## src/rtl/ccd_pixel_capture_pkg.sv

```systemverilog
// ccd_pixel_capture_pkg: capture FSM state encoding and pixel FIFO word layout
// {sof, sol, data[15:0]} shared by the capture block and its FIFO.
package ccd_pixel_capture_pkg;

  typedef enum logic [1:0] {
    ST_IDLE      = 2'd0,
    ST_WAIT_LINE = 2'd1,
    ST_MSB       = 2'd2,
    ST_LSB       = 2'd3
  } cap_state_e;

  localparam int FIFO_W      = 18;
  localparam int FW_SOF      = 17;
  localparam int FW_SOL      = 16;
  localparam int FW_DATA_MSB = 15;

  function automatic logic [FIFO_W-1:0] pack_word(input logic [15:0] data,
                                                  input logic        sof,
                                                  input logic        sol);
    return {sof, sol, data};
  endfunction

endpackage

```

## src/rtl/ccd_pixel_capture_if.sv

```systemverilog
// ccd_pixel_capture_if: valid/ready pixel stream toward the host-transfer stage.
interface ccd_pixel_capture_if;
  logic [15:0] pix_data;
  logic        pix_sof;
  logic        pix_sol;
  logic        pix_valid;
  logic        pix_ready;

  modport master (output pix_data, pix_sof, pix_sol, pix_valid, input pix_ready);
  modport slave  (input pix_data, pix_sof, pix_sol, pix_valid, output pix_ready);
endinterface

```

## src/rtl/ccd_pixel_capture_pixel_fifo.sv

```systemverilog
// ccd_pixel_capture_pixel_fifo: synchronous pixel FIFO. A write against a full
// FIFO is accepted only if the head is read in the same cycle; otherwise it is
// dropped and flagged on wr_drop.
module ccd_pixel_capture_pixel_fifo #(
  parameter int WIDTH = 18,
  parameter int DEPTH = 16
) (
  input  logic             clk,
  input  logic             rst,
  input  logic             wr_en,
  input  logic [WIDTH-1:0] wr_data,
  input  logic             rd_en,
  output logic [WIDTH-1:0] rd_data,
  output logic             full,
  output logic             empty,
  output logic             wr_drop
);
  localparam int AW = $clog2(DEPTH);

  logic [WIDTH-1:0] mem_q [DEPTH];
  logic [WIDTH-1:0] mem_d [DEPTH];
  logic [AW-1:0]    wr_ptr_q, wr_ptr_d;
  logic [AW-1:0]    rd_ptr_q, rd_ptr_d;
  logic [AW:0]      count_q, count_d;
  logic             rd_fire;
  logic             wr_fire;

  assign empty   = (count_q == '0);
  assign full    = (count_q == (AW+1)'(DEPTH));
  assign rd_fire = rd_en && !empty;
  assign wr_fire = wr_en && (!full || rd_fire);
  assign wr_drop = wr_en && !wr_fire;
  assign rd_data = mem_q[rd_ptr_q];

  // next storage contents, pointers and occupancy
  always_comb begin
    mem_d    = mem_q;
    wr_ptr_d = wr_ptr_q;
    rd_ptr_d = rd_ptr_q;
    count_d  = count_q;
    if (wr_fire) begin
      mem_d[wr_ptr_q] = wr_data;
      wr_ptr_d        = wr_ptr_q + AW'(1);
    end
    if (rd_fire) begin
      rd_ptr_d = rd_ptr_q + AW'(1);
    end
    case ({wr_fire, rd_fire})
      2'b10:   count_d = count_q + (AW+1)'(1);
      2'b01:   count_d = count_q - (AW+1)'(1);
      default: count_d = count_q;
    endcase
  end

  // pointer and occupancy registers
  always_ff @(posedge clk) begin
    if (rst) begin
      wr_ptr_q <= '0;
      rd_ptr_q <= '0;
      count_q  <= '0;
    end else begin
      wr_ptr_q <= wr_ptr_d;
      rd_ptr_q <= rd_ptr_d;
      count_q  <= count_d;
    end
  end

  // storage array; unreset because the head is only presented while non-empty
  always_ff @(posedge clk) begin
    mem_q <= mem_d;
  end

endmodule

```

## src/rtl/ccd_pixel_capture.sv

```systemverilog
// ccd_pixel_capture: samples the ADC byte bus on every ad_adclk edge, pairs
// MSB/LSB bytes into pixels, drops the ADC pipeline-latency pixels at each line
// start, tags start-of-frame/line and queues pixels for the host stage.
// Build macro CCD_CAPTURE_TEST_PATTERN_EN replaces ADC data with a pixel counter.
//
// state      | meaning
// IDLE       | out of reset, ignoring the ADC until armed
// WAIT_LINE  | armed, waiting for ad_oeb_n to fall (line start)
// MSB        | in line, next byte strobe is the pixel high byte
// LSB        | in line, next byte strobe is the low byte and completes a pixel
module ccd_pixel_capture
  import ccd_pixel_capture_pkg::*;
#(
  parameter int FIFO_DEPTH  = 16,
  parameter int SAMPLE_DLY  = 2,
  parameter int DISCARD_PIX = 3
) (
  input  logic                       clk,
  input  logic                       rst,
  input  logic                       arm,
  input  logic [7:0]                 ad_data,
  input  logic                       ad_adclk,
  input  logic                       ad_oeb_n,
  ccd_pixel_capture_if.master        pix,
  output logic                       overflow,
  output logic                       sync_err,
  output logic [11:0]                line_count
);

  cap_state_e        state_q, state_d;
  logic              adclk_q, oeb_q;
  logic [3:0]        dly_cnt_q, dly_cnt_d;
  logic [7:0]        msb_q, msb_d;
  logic [2:0]        discard_q, discard_d;
  logic              sof_pend_q, sof_pend_d;
  logic              sol_pend_q, sol_pend_d;
  logic [11:0]       line_cnt_q, line_cnt_d;
  logic              ovf_q, ovf_d;
  logic              sync_err_q, sync_err_d;
  logic              wr_en_q, wr_en_d;
  logic [FIFO_W-1:0] wr_word_q, wr_word_d;

  logic              adclk_edge, byte_stb, sync_hit;
  logic              oeb_fall, oeb_rise;
  logic [15:0]       pix_val;
  logic [FIFO_W-1:0] head_word;
  logic              fifo_full, fifo_empty, fifo_drop;

  assign adclk_edge = adclk_q ^ ad_adclk;
  assign sync_hit   = adclk_edge && (dly_cnt_q != 4'd0);
  // a new edge on the terminal cycle kills the pending sample
  assign byte_stb   = (dly_cnt_q == 4'd1) && !adclk_edge;
  assign oeb_fall   = oeb_q && !ad_oeb_n;
  assign oeb_rise   = !oeb_q && ad_oeb_n;

`ifdef CCD_CAPTURE_TEST_PATTERN_EN
  logic [15:0] pat_cnt_q, pat_cnt_d;
  assign pix_val = pat_cnt_q;
`else
  assign pix_val = {msb_q, ad_data};
`endif

  // sample delay down-counter, reloaded on every adclk edge
  always_comb begin
    dly_cnt_d = dly_cnt_q;
    if (adclk_edge) begin
      dly_cnt_d = 4'(SAMPLE_DLY);
    end else if (dly_cnt_q != 4'd0) begin
      dly_cnt_d = dly_cnt_q - 4'd1;
    end
  end

  // capture FSM: line framing, byte pairing, discard and write request
  always_comb begin
    state_d    = state_q;
    msb_d      = msb_q;
    discard_d  = discard_q;
    sof_pend_d = sof_pend_q;
    sol_pend_d = sol_pend_q;
    line_cnt_d = line_cnt_q;
    ovf_d      = ovf_q | fifo_drop;
    sync_err_d = sync_err_q | sync_hit;
    wr_en_d    = 1'b0;
    wr_word_d  = wr_word_q;
`ifdef CCD_CAPTURE_TEST_PATTERN_EN
    pat_cnt_d  = pat_cnt_q;
`endif
    unique case (state_q)
      ST_IDLE: begin
        state_d = ST_IDLE;
      end
      ST_WAIT_LINE: begin
        if (oeb_fall) begin
          state_d    = ST_MSB;
          discard_d  = 3'(DISCARD_PIX);
          sol_pend_d = 1'b1;
          if (line_cnt_q != 12'hFFF) begin
            line_cnt_d = line_cnt_q + 12'd1;
          end
        end
      end
      ST_MSB: begin
        if (oeb_rise) begin
          state_d = ST_WAIT_LINE;
        end else if (byte_stb) begin
          msb_d   = ad_data;
          state_d = ST_LSB;
        end
      end
      ST_LSB: begin
        if (oeb_rise) begin
          state_d = ST_WAIT_LINE;
        end else if (byte_stb) begin
          state_d = ST_MSB;
          if (discard_q != 3'd0) begin
            discard_d = discard_q - 3'd1;
          end else begin
            wr_en_d    = 1'b1;
            wr_word_d  = pack_word(pix_val, sof_pend_q, sol_pend_q);
            sof_pend_d = 1'b0;
            sol_pend_d = 1'b0;
`ifdef CCD_CAPTURE_TEST_PATTERN_EN
            pat_cnt_d  = pat_cnt_q + 16'd1;
`endif
          end
        end
      end
      default: state_d = ST_IDLE;
    endcase
    if (arm) begin
      state_d    = ST_WAIT_LINE;
      sof_pend_d = 1'b1;
      line_cnt_d = 12'd0;
      ovf_d      = 1'b0;
      sync_err_d = 1'b0;
`ifdef CCD_CAPTURE_TEST_PATTERN_EN
      pat_cnt_d  = 16'd0;
`endif
    end
  end

  // input history for edge detection; unreset so it simply tracks the pins
  always_ff @(posedge clk) begin
    adclk_q <= ad_adclk;
    oeb_q   <= ad_oeb_n;
  end

  // capture state registers
  always_ff @(posedge clk) begin
    if (rst) begin
      state_q    <= ST_IDLE;
      dly_cnt_q  <= 4'd0;
      msb_q      <= 8'd0;
      discard_q  <= 3'd0;
      sof_pend_q <= 1'b0;
      sol_pend_q <= 1'b0;
      line_cnt_q <= 12'd0;
      ovf_q      <= 1'b0;
      sync_err_q <= 1'b0;
      wr_en_q    <= 1'b0;
      wr_word_q  <= '0;
    end else begin
      state_q    <= state_d;
      dly_cnt_q  <= dly_cnt_d;
      msb_q      <= msb_d;
      discard_q  <= discard_d;
      sof_pend_q <= sof_pend_d;
      sol_pend_q <= sol_pend_d;
      line_cnt_q <= line_cnt_d;
      ovf_q      <= ovf_d;
      sync_err_q <= sync_err_d;
      wr_en_q    <= wr_en_d;
      wr_word_q  <= wr_word_d;
    end
  end

`ifdef CCD_CAPTURE_TEST_PATTERN_EN
  // test pattern pixel counter
  always_ff @(posedge clk) begin
    if (rst) begin
      pat_cnt_q <= 16'd0;
    end else begin
      pat_cnt_q <= pat_cnt_d;
    end
  end
`endif

  ccd_pixel_capture_pixel_fifo #(
    .WIDTH (FIFO_W),
    .DEPTH (FIFO_DEPTH)
  ) u_fifo (
    .clk     (clk),
    .rst     (rst),
    .wr_en   (wr_en_q),
    .wr_data (wr_word_q),
    .rd_en   (pix.pix_ready),
    .rd_data (head_word),
    .full    (fifo_full),
    .empty   (fifo_empty),
    .wr_drop (fifo_drop)
  );

  // head is masked while empty so stale entries never reach the bus
  assign pix.pix_valid = !fifo_empty;
  assign pix.pix_data  = fifo_empty ? 16'd0 : head_word[FW_DATA_MSB:0];
  assign pix.pix_sof   = !fifo_empty && head_word[FW_SOF];
  assign pix.pix_sol   = !fifo_empty && head_word[FW_SOL];

  assign overflow   = ovf_q;
  assign sync_err   = sync_err_q;
  assign line_count = line_cnt_q;

endmodule
```

## src/flat_wrapper.sv

```systemverilog
// flat-port wrapper written by rule: the top's interface ports become plain ports
module ccd_pixel_capture_flat import ccd_pixel_capture_pkg::*;
#(
  parameter int FIFO_DEPTH  = 16,
  parameter int SAMPLE_DLY  = 2,
  parameter int DISCARD_PIX = 3
)
  (clk, rst, arm, ad_data, ad_adclk, ad_oeb_n, overflow, sync_err, line_count, pix_pix_data, pix_pix_sof, pix_pix_sol, pix_pix_valid, pix_pix_ready);
  ccd_pixel_capture_if pix_i ();
  input  logic clk;
  input  logic rst;
  input  logic arm;
  input  logic [7:0] ad_data;
  input  logic ad_adclk;
  input  logic ad_oeb_n;
  output logic overflow;
  output logic sync_err;
  output logic [11:0] line_count;
  output wire logic [$bits(pix_i.pix_data)-1:0] pix_pix_data;
  output wire logic [$bits(pix_i.pix_sof)-1:0] pix_pix_sof;
  output wire logic [$bits(pix_i.pix_sol)-1:0] pix_pix_sol;
  output wire logic [$bits(pix_i.pix_valid)-1:0] pix_pix_valid;
  input wire logic [$bits(pix_i.pix_ready)-1:0] pix_pix_ready;
  assign pix_pix_data = pix_i.pix_data;
  assign pix_pix_sof = pix_i.pix_sof;
  assign pix_pix_sol = pix_i.pix_sol;
  assign pix_pix_valid = pix_i.pix_valid;
  assign pix_i.pix_ready = pix_pix_ready;
  ccd_pixel_capture #(.FIFO_DEPTH(FIFO_DEPTH), .SAMPLE_DLY(SAMPLE_DLY), .DISCARD_PIX(DISCARD_PIX)) u_core (.clk(clk), .rst(rst), .arm(arm), .ad_data(ad_data), .ad_adclk(ad_adclk), .ad_oeb_n(ad_oeb_n), .pix(pix_i), .overflow(overflow), .sync_err(sync_err), .line_count(line_count));
endmodule
```

## config.mk

```make
export PLATFORM = sky130hd
export DESIGN_NAME = ccd_pixel_capture_flat
export DESIGN_NICKNAME = d
export VERILOG_FILES = /design/src/rtl/ccd_pixel_capture_pkg.sv /design/src/rtl/ccd_pixel_capture_if.sv /design/src/rtl/ccd_pixel_capture_pixel_fifo.sv /design/src/rtl/ccd_pixel_capture.sv /design/src/flat_wrapper.sv
export SDC_FILE = /design/constraint.sdc
export NUM_CORES = 1
export LEC_CHECK = 0
export BUFFER_PORTS_ARGS = -buffer_cell sky130_fd_sc_hd__buf_4
export CORE_ASPECT_RATIO = 1.5
export CORE_MARGIN = 2
export CORE_UTILIZATION = 65
export CTS_CLUSTER_SIZE = 20
export DETAILED_ROUTE_END_ITERATION = 16
export GPL_TIMING_DRIVEN = 0
export PLACE_DENSITY = 0.81
export SLEW_MARGIN = 20
export SYNTH_ARGS = -nofsm -noshare
export SYNTH_HDL_FRONTEND = slang
export SYNTH_HIERARCHICAL = 1
export SYNTH_SLANG_ARGS = --single-unit
```

## constraint.sdc

```tcl
create_clock -name clk -period 5.14 [get_ports clk]
set_clock_uncertainty 0.05 [all_clocks]
set_input_delay 1.028 -clock clk [delete_from_list [all_inputs] [get_ports clk]]
set_output_delay 1.028 -clock clk [all_outputs]
set_load 0.05 [all_outputs]
```

==> metrics <==
status finished clean; Detail Route met3 WL 2.05 mm; final hold violation count 0; via count of the first global-routing pass 8603; number of gates resized after cts 0; wire length after detailed routing 30.8 mm; clock tree from TritonCTS done; global-route wire length before repair 47.5 mm; Largest delay share family, worst path buffers and inverters; Post-Syn Area per Cell 15.8 sq um; final number of max-transition violations 0; final instance area 16100 sq um; warnings from Yosys 6; clock-pin slew on the worst setup and hold paths 70 ps; Rel. slew slack 40.1%; leakage power 5.41 nW; Initial Util 65.6%; remaining number of nets flagged by the antenna check after routing 0; total number of placement rows 66; Routability Congestion 0.819; Congestion Overflow GR 0; Placement Cell Area 15000 sq um; shortest period the worst path allows 4380 ps; Max Used Layer met4; worst-path fanout max 10; Routed wire per std cell 24.1 microns; number of buffers on the longest clock path 3; slowest cell on the critical path a221oi_1; delay of the slowest cell on the worst path 540 ps; hold buffer count at cts 0; insertion delay to the later sink of the worst-skew pair 540 ps; post-layout util 74.8%; core area 21600 sq um; First-pass DRT Iterations 5; category of the worst setup path capture point output pin; number of antenna diodes 0; most common cell after layout, fill and taps aside edfxtp_1; Register-to-Register Path Depth 10; wl on met1 11.1 mm; Place WS 1400 ps; DRC violations left 0; Finish-stage setup viols 0; worst IR drop on VDD 0.000279 V; number of clock buffers inserted by TritonCTS 30; Sink Count 355; via/cell ratio 6.47; number of violations of the max-capacitance limit 0; starting DRC count in detailed routing 935; Total Nets Final 1012; Min-Delay Path Depth 2; number of antenna violations at the first check in global routing 0; H-Tree Depth 1; CTS Root Cell clkbuf_16; data arrival time at the worst-slack endpoint 3300 ps; count of buffers added by post-CTS timing repair for setup 0; met2 WL 16.7 mm; Worst setup SP type flop; worst-margin pin slew 893 ps; total via count after detailed routing 8286; hold slack final 417 ps; ordered list of cells on the worst path buf_2 -> clkinv_1 -> buf_1 -> a221oi_1 -> o21ai_0 -> nand2_1 -> nor2b_1 -> buf_4; Post-DP HPWL 20.1 mm; die area 23000 sq um; critical path type reg2out; proportion of layout cells with a drive suffix above 1 19.6%; Post-Route Setup TNS 0 ps; portion of the clock cycle consumed by the worst path in the final layout 85.2%; cells after synthesis 892; total nets after synthesis 919; power density over the cells 341 nW/um^2; pin count of the biggest net entering global routing 19; Peak Freq 228 MHz; die height 185 microns; area of the mapped netlist 14100 sq um; Crit path depth 8; Boundary Pins 47; type of the most critical hold path reg2reg; most frequent cells in the layout 288 x edfxtp_1, 83 x mux2i_1, 67 x dfxtp_1; Worst EP required 4060 ps; die span in x 124 microns; number of buffer cells added on primary ports 46; RSZ-0062 raised after global routing no; GRT Overall Usage 26.9%; worst path bufs/invs 4; Worst Setup Slack, final 760 ps; area delta synth->final 14.2%
[cell type report]
class / count / area [sq um]
buffer: 48 / 210
clock buffer: 47 / 1000
clock inverter: 9 / 85.1
fill: 1217 / 5420
inverter: 10 / 42.5
multi-input combinational: 479 / 3960
sequential: 355 / 9990
tap: 272 / 340
timing repair buffer: 61 / 503
[metal layers]
| metal | global-route usage [%] | vias up |
|---|---|---|
| met1 | 31.9 | 4091 |
| met3 | 3.51 | 82 |
| met4 | 11.3 | 0 |
| met5 | 0 | - |
| li1 | - | 3688 |
| met2 | 49.7 | 425 |
[through the flow]
step / instances / total power, mW
floorplan: 892 / 3.16
global placement: 1210 / 3.18
detailed placement: 1225 / 3.18
CTS: 1281 / 5.52
global route: 1281 / 5.64
finish: 1281 / 5.50
[tightest hold or removal path, stage by stage, from the launching register on]
cell and delay (ps):
dfxtp_1 310, nand2_1 60, a21oi_1 50
[sequential cells by signal (all words and copies together), names as in the netlist, 2 cells and up]
signal and flops:
u_core/discard_q 3, u_core/dly_cnt_q 4, u_core/line_count 12, u_core/msb_q 8, u_core/state_q 2, u_core/u_fifo/count_q 5
u_core/u_fifo/mem_q 288, u_core/u_fifo/rd_ptr_q 4, u_core/u_fifo/wr_ptr_q 4, u_core/wr_word_q 18
[final timing paths]
| check | start | to | slack, ps |
|---|---|---|---|
| min | u_core/msb_q[0] | u_core/wr_word_q[8] | 420 |
| max reg2reg | u_core/u_fifo/count_q[0] | u_core/u_fifo/count_q[4] | 1770 |
| max | u_core/u_fifo/rd_ptr_q[3] | pix_pix_data[5] | 760 |
| min reg2reg | u_core/msb_q[0] | u_core/wr_word_q[8] | 420 |
[report_power, final]
group          leakage [nW]  internal (mW)  total (mW)  switching (mW)
Combinational          1.59         0.0173      0.0470          0.0297
Sequential             3.28           3.07        3.07         0.00553
Clock                 0.546           1.40        2.38           0.981
Total                  5.41           4.48        5.50            1.02
Power figures use the tool's default switching activity.
